## src/rtl/coa_serial_pkg.sv

```systemverilog
// Shared definitions for the bit-serial framing path.
// Used by serial_word_shifter (parallel-in, serial-out) and by the
// downstream serial_word_collector.
//   DEFAULT_WIDTH : default word length in bits
//   state_e       : framing FSM states (IDLE -> CLR -> SHIFT)
package coa_serial_pkg;

    localparam int DEFAULT_WIDTH = 8;

    typedef enum logic [1:0] {
        S_IDLE  = 2'd0,
        S_CLR   = 2'd1,
        S_SHIFT = 2'd2
    } state_e;

endpackage

```

## src/rtl/serial_word_shifter.sv

```systemverilog
// Parallel-in, serial-out framing stage feeding the bit-serial two's-complement
// FSM. A word is taken over a valid/ready handshake, a one-cycle clear pulse
// is issued to the downstream FSM, then the word is sent LSB first, one bit
// per clock, with the MSB flagged by last_bit.
//
// Handshake: a word transfers on a rising clk edge where load_valid and
// load_ready are both high. load_ready does not depend on load_valid. The
// producer holds load_data stable while load_valid is high and not yet
// accepted; load_data is sampled only on the transfer edge.
//
// Ports:
//   clk        in   rising-edge clock
//   reset      in   synchronous active-low reset
//   load_data  in   [WIDTH-1:0] word to serialise
//   load_valid in   producer offers load_data
//   load_ready out  shifter accepts a word this cycle (IDLE or last-bit cycle)
//   fsm_clr    out  one-cycle clear pulse for the downstream FSM
//   ser_out    out  serial data bit, LSB first, 0 when not valid
//   ser_valid  out  ser_out carries a live bit
//   last_bit   out  high with bit WIDTH-1 of the current word
module serial_word_shifter
    import coa_serial_pkg::*;
#(
    parameter  int WIDTH = DEFAULT_WIDTH,
    localparam int CNT_W = $clog2(WIDTH)
) (
    input  logic             clk,
    input  logic             reset,
    input  logic [WIDTH-1:0] load_data,
    input  logic             load_valid,
    output logic             load_ready,
    output logic             fsm_clr,
    output logic             ser_out,
    output logic             ser_valid,
    output logic             last_bit
);

    state_e           state_q, state_d;
    logic [WIDTH-1:0] shreg_q, shreg_d;
    logic [CNT_W-1:0] count_q, count_d;
    logic             is_last;
    logic             accept;

    // Outputs are decoded from registered state. They are additionally
    // qualified by reset so that everything reads 0 for the whole time reset
    // is held low, not only from the first edge after it is asserted.
    assign is_last    = (state_q == S_SHIFT) && (count_q == CNT_W'(WIDTH - 1));
    assign load_ready = reset && ((state_q == S_IDLE) || is_last);
    assign fsm_clr    = reset && (state_q == S_CLR);
    assign ser_valid  = reset && (state_q == S_SHIFT);
    assign ser_out    = ser_valid && shreg_q[0];
    assign last_bit   = reset && is_last;
    assign accept     = load_valid && load_ready;

    always_comb begin
        state_d = state_q;
        shreg_d = shreg_q;
        count_d = count_q;
        case (state_q)
            S_IDLE: begin
                if (accept) begin
                    shreg_d = load_data;
                    count_d = '0;
                    state_d = S_CLR;
                end
            end
            S_CLR: begin
                state_d = S_SHIFT;
            end
            S_SHIFT: begin
                shreg_d = shreg_q >> 1;
                count_d = count_q + 1'b1;
                if (is_last) begin
                    // Count is reloaded here so it never wraps past WIDTH-1.
                    count_d = '0;
                    if (accept) begin
                        // Back-to-back word: capture now, one CLR gap follows.
                        shreg_d = load_data;
                        state_d = S_CLR;
                    end else begin
                        state_d = S_IDLE;
                    end
                end
            end
            default: begin
                state_d = S_IDLE;
            end
        endcase
    end

    always_ff @(posedge clk) begin
        if (!reset) begin
            state_q <= S_IDLE;
            shreg_q <= '0;
            count_q <= '0;
        end else begin
            state_q <= state_d;
            shreg_q <= shreg_d;
            count_q <= count_d;
        end
    end

endmodule

```

## config.mk

```make
export PLATFORM = sky130hd
export DESIGN_NAME = serial_word_shifter
export DESIGN_NICKNAME = d
export VERILOG_FILES = /design/src/rtl/coa_serial_pkg.sv /design/src/rtl/serial_word_shifter.sv
export SDC_FILE = /design/constraint.sdc
export NUM_CORES = 1
export LEC_CHECK = 0
export ABC_CLOCK_PERIOD_IN_PS = 2000
export BUFFER_PORTS_ARGS = -buffer_cell sky130_fd_sc_hd__buf_2
export CORE_MARGIN = 2
export CORE_UTILIZATION = 50
export CTS_CLUSTER_SIZE = 24
export DETAILED_ROUTE_END_ITERATION = 12
export MAX_ROUTING_LAYER = met4
export PLACE_DENSITY = 0.83
export SETUP_SLACK_MARGIN = 0.15
export SYNTH_ARGS = -nofsm -noshare
export SYNTH_HDL_FRONTEND = slang
export SYNTH_SLANG_ARGS = --single-unit
```

## constraint.sdc

```tcl
create_clock -name clk -period 2 [get_ports clk]
set_input_delay 0.2 -clock clk [delete_from_list [all_inputs] [get_ports clk]]
set_output_delay 0.2 -clock clk [all_outputs]
set_load 0.02 [all_outputs]
```

# Word-level counts from Yosys, hierarchy flattened
# Index checks and enable logic that the tools add are counted.
# op_classes
addsub	1
eq_ne	5
muxes	11
n_reduce_logical	12
# ops
operator	count
8-bit 2-to-1 mux	3
8-bit one-hot mux with 2 select lines	1
1-bit logical AND	7
3-bit 2-to-1 mux	2
2-bit one-hot mux with 3 select lines	1
3-bit one-hot mux with 2 select lines	1
2-bit 2-to-1 mux	2
2-bit != test (second input constant)	2
2-bit AND reduction	2
3-bit by 1-bit adder with 3-bit output (second input constant)	1
3-bit equality test (second input constant)	1
2-bit by 1-bit equality test with 1-bit output (second input constant)	1
2-bit equality test (second input constant)	1
2-bit zero test	1
2-bit nonzero test	1
1-bit logical OR	1
1-bit 2-to-1 mux	1
# totals
ff_bits	13
input_bits	11
out_inout_bits	5
elab_cells	32

# Depth between registers and ports, before layout
# depth
ltp_word	8
depth_mapped	6

# Worst setup path before layout
# No wires, ideal clock.
# synth_timing
path_kind	reg2reg
startpoint	register count_q[0]
endpoint	register shreg_q[4]
t_arrival_ps	1447
required_time_ps	1881
path_slack_ps	434
path_stages_with_launch	7
period_less_slack_ps	1566
cell_sequence	dfxtp_1 > ha_1 > ha_1 > nand3_2 > buf_6 > a311o_1 > o221a_2
# synth_via
elab_chain_len	8
# synth_lines
element	line_no	source
start, declared	serial_word_shifter.sv:40	logic [CNT_W-1:0] count_q, count_d;
start signal, assigned	serial_word_shifter.sv:99	count_q <= count_d;
3-bit equality test (*)	serial_word_shifter.sv:47	assign is_last = (state_q == S_SHIFT) && (count_q == CNT_W'(WIDTH - 1));
1-bit logical AND (*)	serial_word_shifter.sv:47	
1-bit logical OR	serial_word_shifter.sv:48	assign load_ready = reset && ((state_q == S_IDLE) || is_last);
1-bit logical AND	serial_word_shifter.sv:48	
1-bit logical AND	serial_word_shifter.sv:53	assign accept = load_valid && load_ready;
8-bit 2-to-1 mux	serial_word_shifter.sv:76	if (accept) begin
8-bit 2-to-1 mux	serial_word_shifter.sv:73	if (is_last) begin
8-bit one-hot mux with 2 select lines	serial_word_shifter.sv:59	case (state_q)
end signal, assigned	serial_word_shifter.sv:98	shreg_q <= shreg_d;
end, declared	serial_word_shifter.sv:39	logic [WIDTH-1:0] shreg_q, shreg_d;
# Mark *: on every way between the ends. The rest lies on a longest branch, timed or not.
# A chain may end at the register's enable or synchronous reset.

# Final worst setup path
# layout_timing
startpoint	register count_q[0]
endpoint	register shreg_q[1]
# Same word-level chain as after synthesis.

==> results.ini <==
[logic_synthesis]
synth.cell_area_um2=734.5
yosysWarnings=0
synth.avg_cell_area_um2=10.34
yosysSeqAreaShare_pct=35.43
ys_seq_elements=13
synthesis.nets=84
ys_types=26
syn-instance-count=71

[final_layout]
layout_common_cells=buf_2 (15), dfxtp_1 (13), a21boi_0 (10), o221a_2 (7)
nets=100
layout_commonest_cell=buf_2
fill_cells=124
area_growth_pct=10.22
insertedDiodeCount=0
final_layout_size_suffix_gt1_share_pct=41.86

[die]
core_um2=1334
initial_utilization_pct=55.07
die_area_um2=1791
num_io_pins=16
die_x_um=42.33
die_h_um=42.33
row_count=13

[setup_path]
cp-end-kind=register
worstSetupPathType=reg -> reg
cp_max_fo=14
start_kind=register
required_ns=2.17
arrival_ns=1.91

[power]
p_comb_share_pct=20.3
ir_worst_vdd_mv=0.4747
total_power_uw=574.6
power.density_nw_per_um2=709.8
power_switching_uw=156.0
leakage_uw=0.0003576
pwr-share-clk_pct=28.4
p_int_uw=418.6
pwr-share-seq_pct=51.3
power.share.switching_pct=27.15

[detailed_routing]
routed_wl_um=1465
postRouteAntennaNets=0
wire_per_inst_um=14.50
vias_per_cell=6.119
drcViolationCount=0
dr.first_iter.drc_count=13
via_count=618
drt_pass1_iterations=4

[clock_network]
clock_path_buffers=2
cts_tree=yes
cts.htree.levels=1
cts_hold_buffers=0
clk_pin_slew_ns=0.08
cts.sinks=13
cts-root-buf=clkbuf_4
numCtsBuffers=3
clkLatencyLatePin_ns=0.28

[sta]
worst_slew_pin_slew_ns=0.5064
period_share_pct=86.85
layout_min_cycle_time_ns=1.737
fin_setup_tns_ns=0
finalMaxSlewViolations=0
slew_headroom_pct=66.17
fin_worst_skew_ns=0.001602
finalHoldViolations=0
setup_viol=0
fmax_mhz=575.7
rsz0062_at_grt=true

[flow_run]
maxCapViolations=0

[run_status]
status=complete, no violations

[global_routing]
grt_pass1_vias=583
gr-total-overflow=0
grt_max_degree=22
track_usage_pct=18.69
grt_pass1_wl_um=2553
antenna_found_initial=0

[worst_hold_path]
holdCritPathClass=in -> reg

[placement]
dpl.hpwl_um=986.1
port_buffers=15
globalplace.congestion=0.7370

worst max-delay path: stages (launching register included):
cell	delay [ns]
dfxtp_1	0.35
ha_1	0.15
ha_1	0.21
nand3_2	0.24
a311o_2	0.47
o221a_2	0.22
Yosys cell counts:
library cell  instances  share of area (%)
a311o_2               4                6.1
and3_2                1                1.0
o21ai_0               4                2.7
nand2b_1              1               0.85
clkbuf_8              1                1.9
dfxtp_1              13                 35
nand2_1               3                1.5
ha_1                  2                3.4
and2_1                2                1.7
a21boi_0             10                 10
a311o_1               2                2.7
a31o_2                1                1.2
inv_1                 2                1.0
a2111o_1              1                1.5
buf_4                 3                3.1
o221a_2               7                 11
a2bb2oi_1             1                1.2
nand3_2               1                1.4
and3b_1               1                1.2
and3_1                2                1.7
buf_6                 3                4.6
nor2_1                1               0.51
nor2b_1               1               0.85
a21oi_1               2                1.4
a21o_1                1                1.0
nor3b_1               1                1.0
kinds of logic (layout without fill, tap and decap cells):
logic type | count (synthesis) | in the layout | share of synthesized area (%)
buffers and inverters | 9 | 24 | 10.56
and+or+nand+nor | 14 | 14 | 11.76
adders and majority gates | 2 | 2 | 3.407
AOI/OAI and AO/OA | 33 | 33 | 38.84
DFF | 13 | 13 | 35.43
sequential cells by signal, indices dropped and copies added, names as in the netlist:
| signal | flops |
|---|---|
| shreg_q | 8 |
| count_q | 3 |
| state_q | 2 |
metal layers:
| layer | GRT usage (%) | wire [um] | up-vias |
|---|---|---|---|
| li1 | - | - | 309 |
| met1 | 22.11 | 715 | 293 |
| met2 | 30.46 | 663 | 12 |
| met3 | 6.897 | 76 | 4 |
| met4 | 3.750 | 9 | 0 |
| met5 | - | 0 | - |
worst paths after layout:
path                                  from  slack (ns)    endpoint  cells after the start
worst max-delay path            count_q[0]        0.26  shreg_q[1]                      5
worst min-delay path            load_valid        0.24  state_q[0]                      2
worst max register to register  count_q[0]        0.26  shreg_q[1]                      5
worst min register to register  count_q[1]        0.49  count_q[1]                      2
repair_timing:
action | 4_1_cts | 5_1_grt
endpoints found under the setup margin | 0 | 4
resized for setup | 0 | 1
setup buffers | 0 | 0
cell type report:
| type | instances | area, um^2 | share of cell area [%] |
|---|---|---|---|
| multi-input cells | 49 | 399.1 | 49.30 |
| flip-flops and latches | 13 | 260.3 | 32.15 |
| repair buffers | 18 | 97.59 | 12.06 |
| clock buffers | 4 | 26.28 | 3.246 |
| well taps | 15 | 18.77 | 2.318 |
| inverters | 2 | 7.507 | 0.9274 |
power by group through the flow:
stage          Clock, uW  Sequential, uW  Combinational, uW
3_5_place_dp           0             300                117
3_3_place_gp           0             299                113
4_1_cts              170             294                117
2_1_floorplan          0             294               97.3
5_1_grt              180             298                129
6_report             163             295                116
stage by stage:
| stage | util [%] | cell area (um^2) | setup slack [ns] | hold WS (ns) | instances |
|---|---|---|---|---|---|
| 2_1_floorplan | - | 734.5 | 0.4344 | 0.3740 | 71 |
| 3_3_place_gp | 58.54 | 780.7 | 0.3240 | 0.4721 | 97 |
| 3_5_place_dp | 58.54 | 780.7 | 0.2687 | 0.4823 | 97 |
| 4_1_cts | 60.51 | 807.0 | 0.2153 | 0.2310 | 101 |
| 5_1_grt | 60.69 | 809.5 | 0.1488 | 0.2511 | 101 |
| 6_report | 60.69 | 809.5 | 0.2629 | 0.2413 | 101 |
Power figures use the tool's default switching activity.
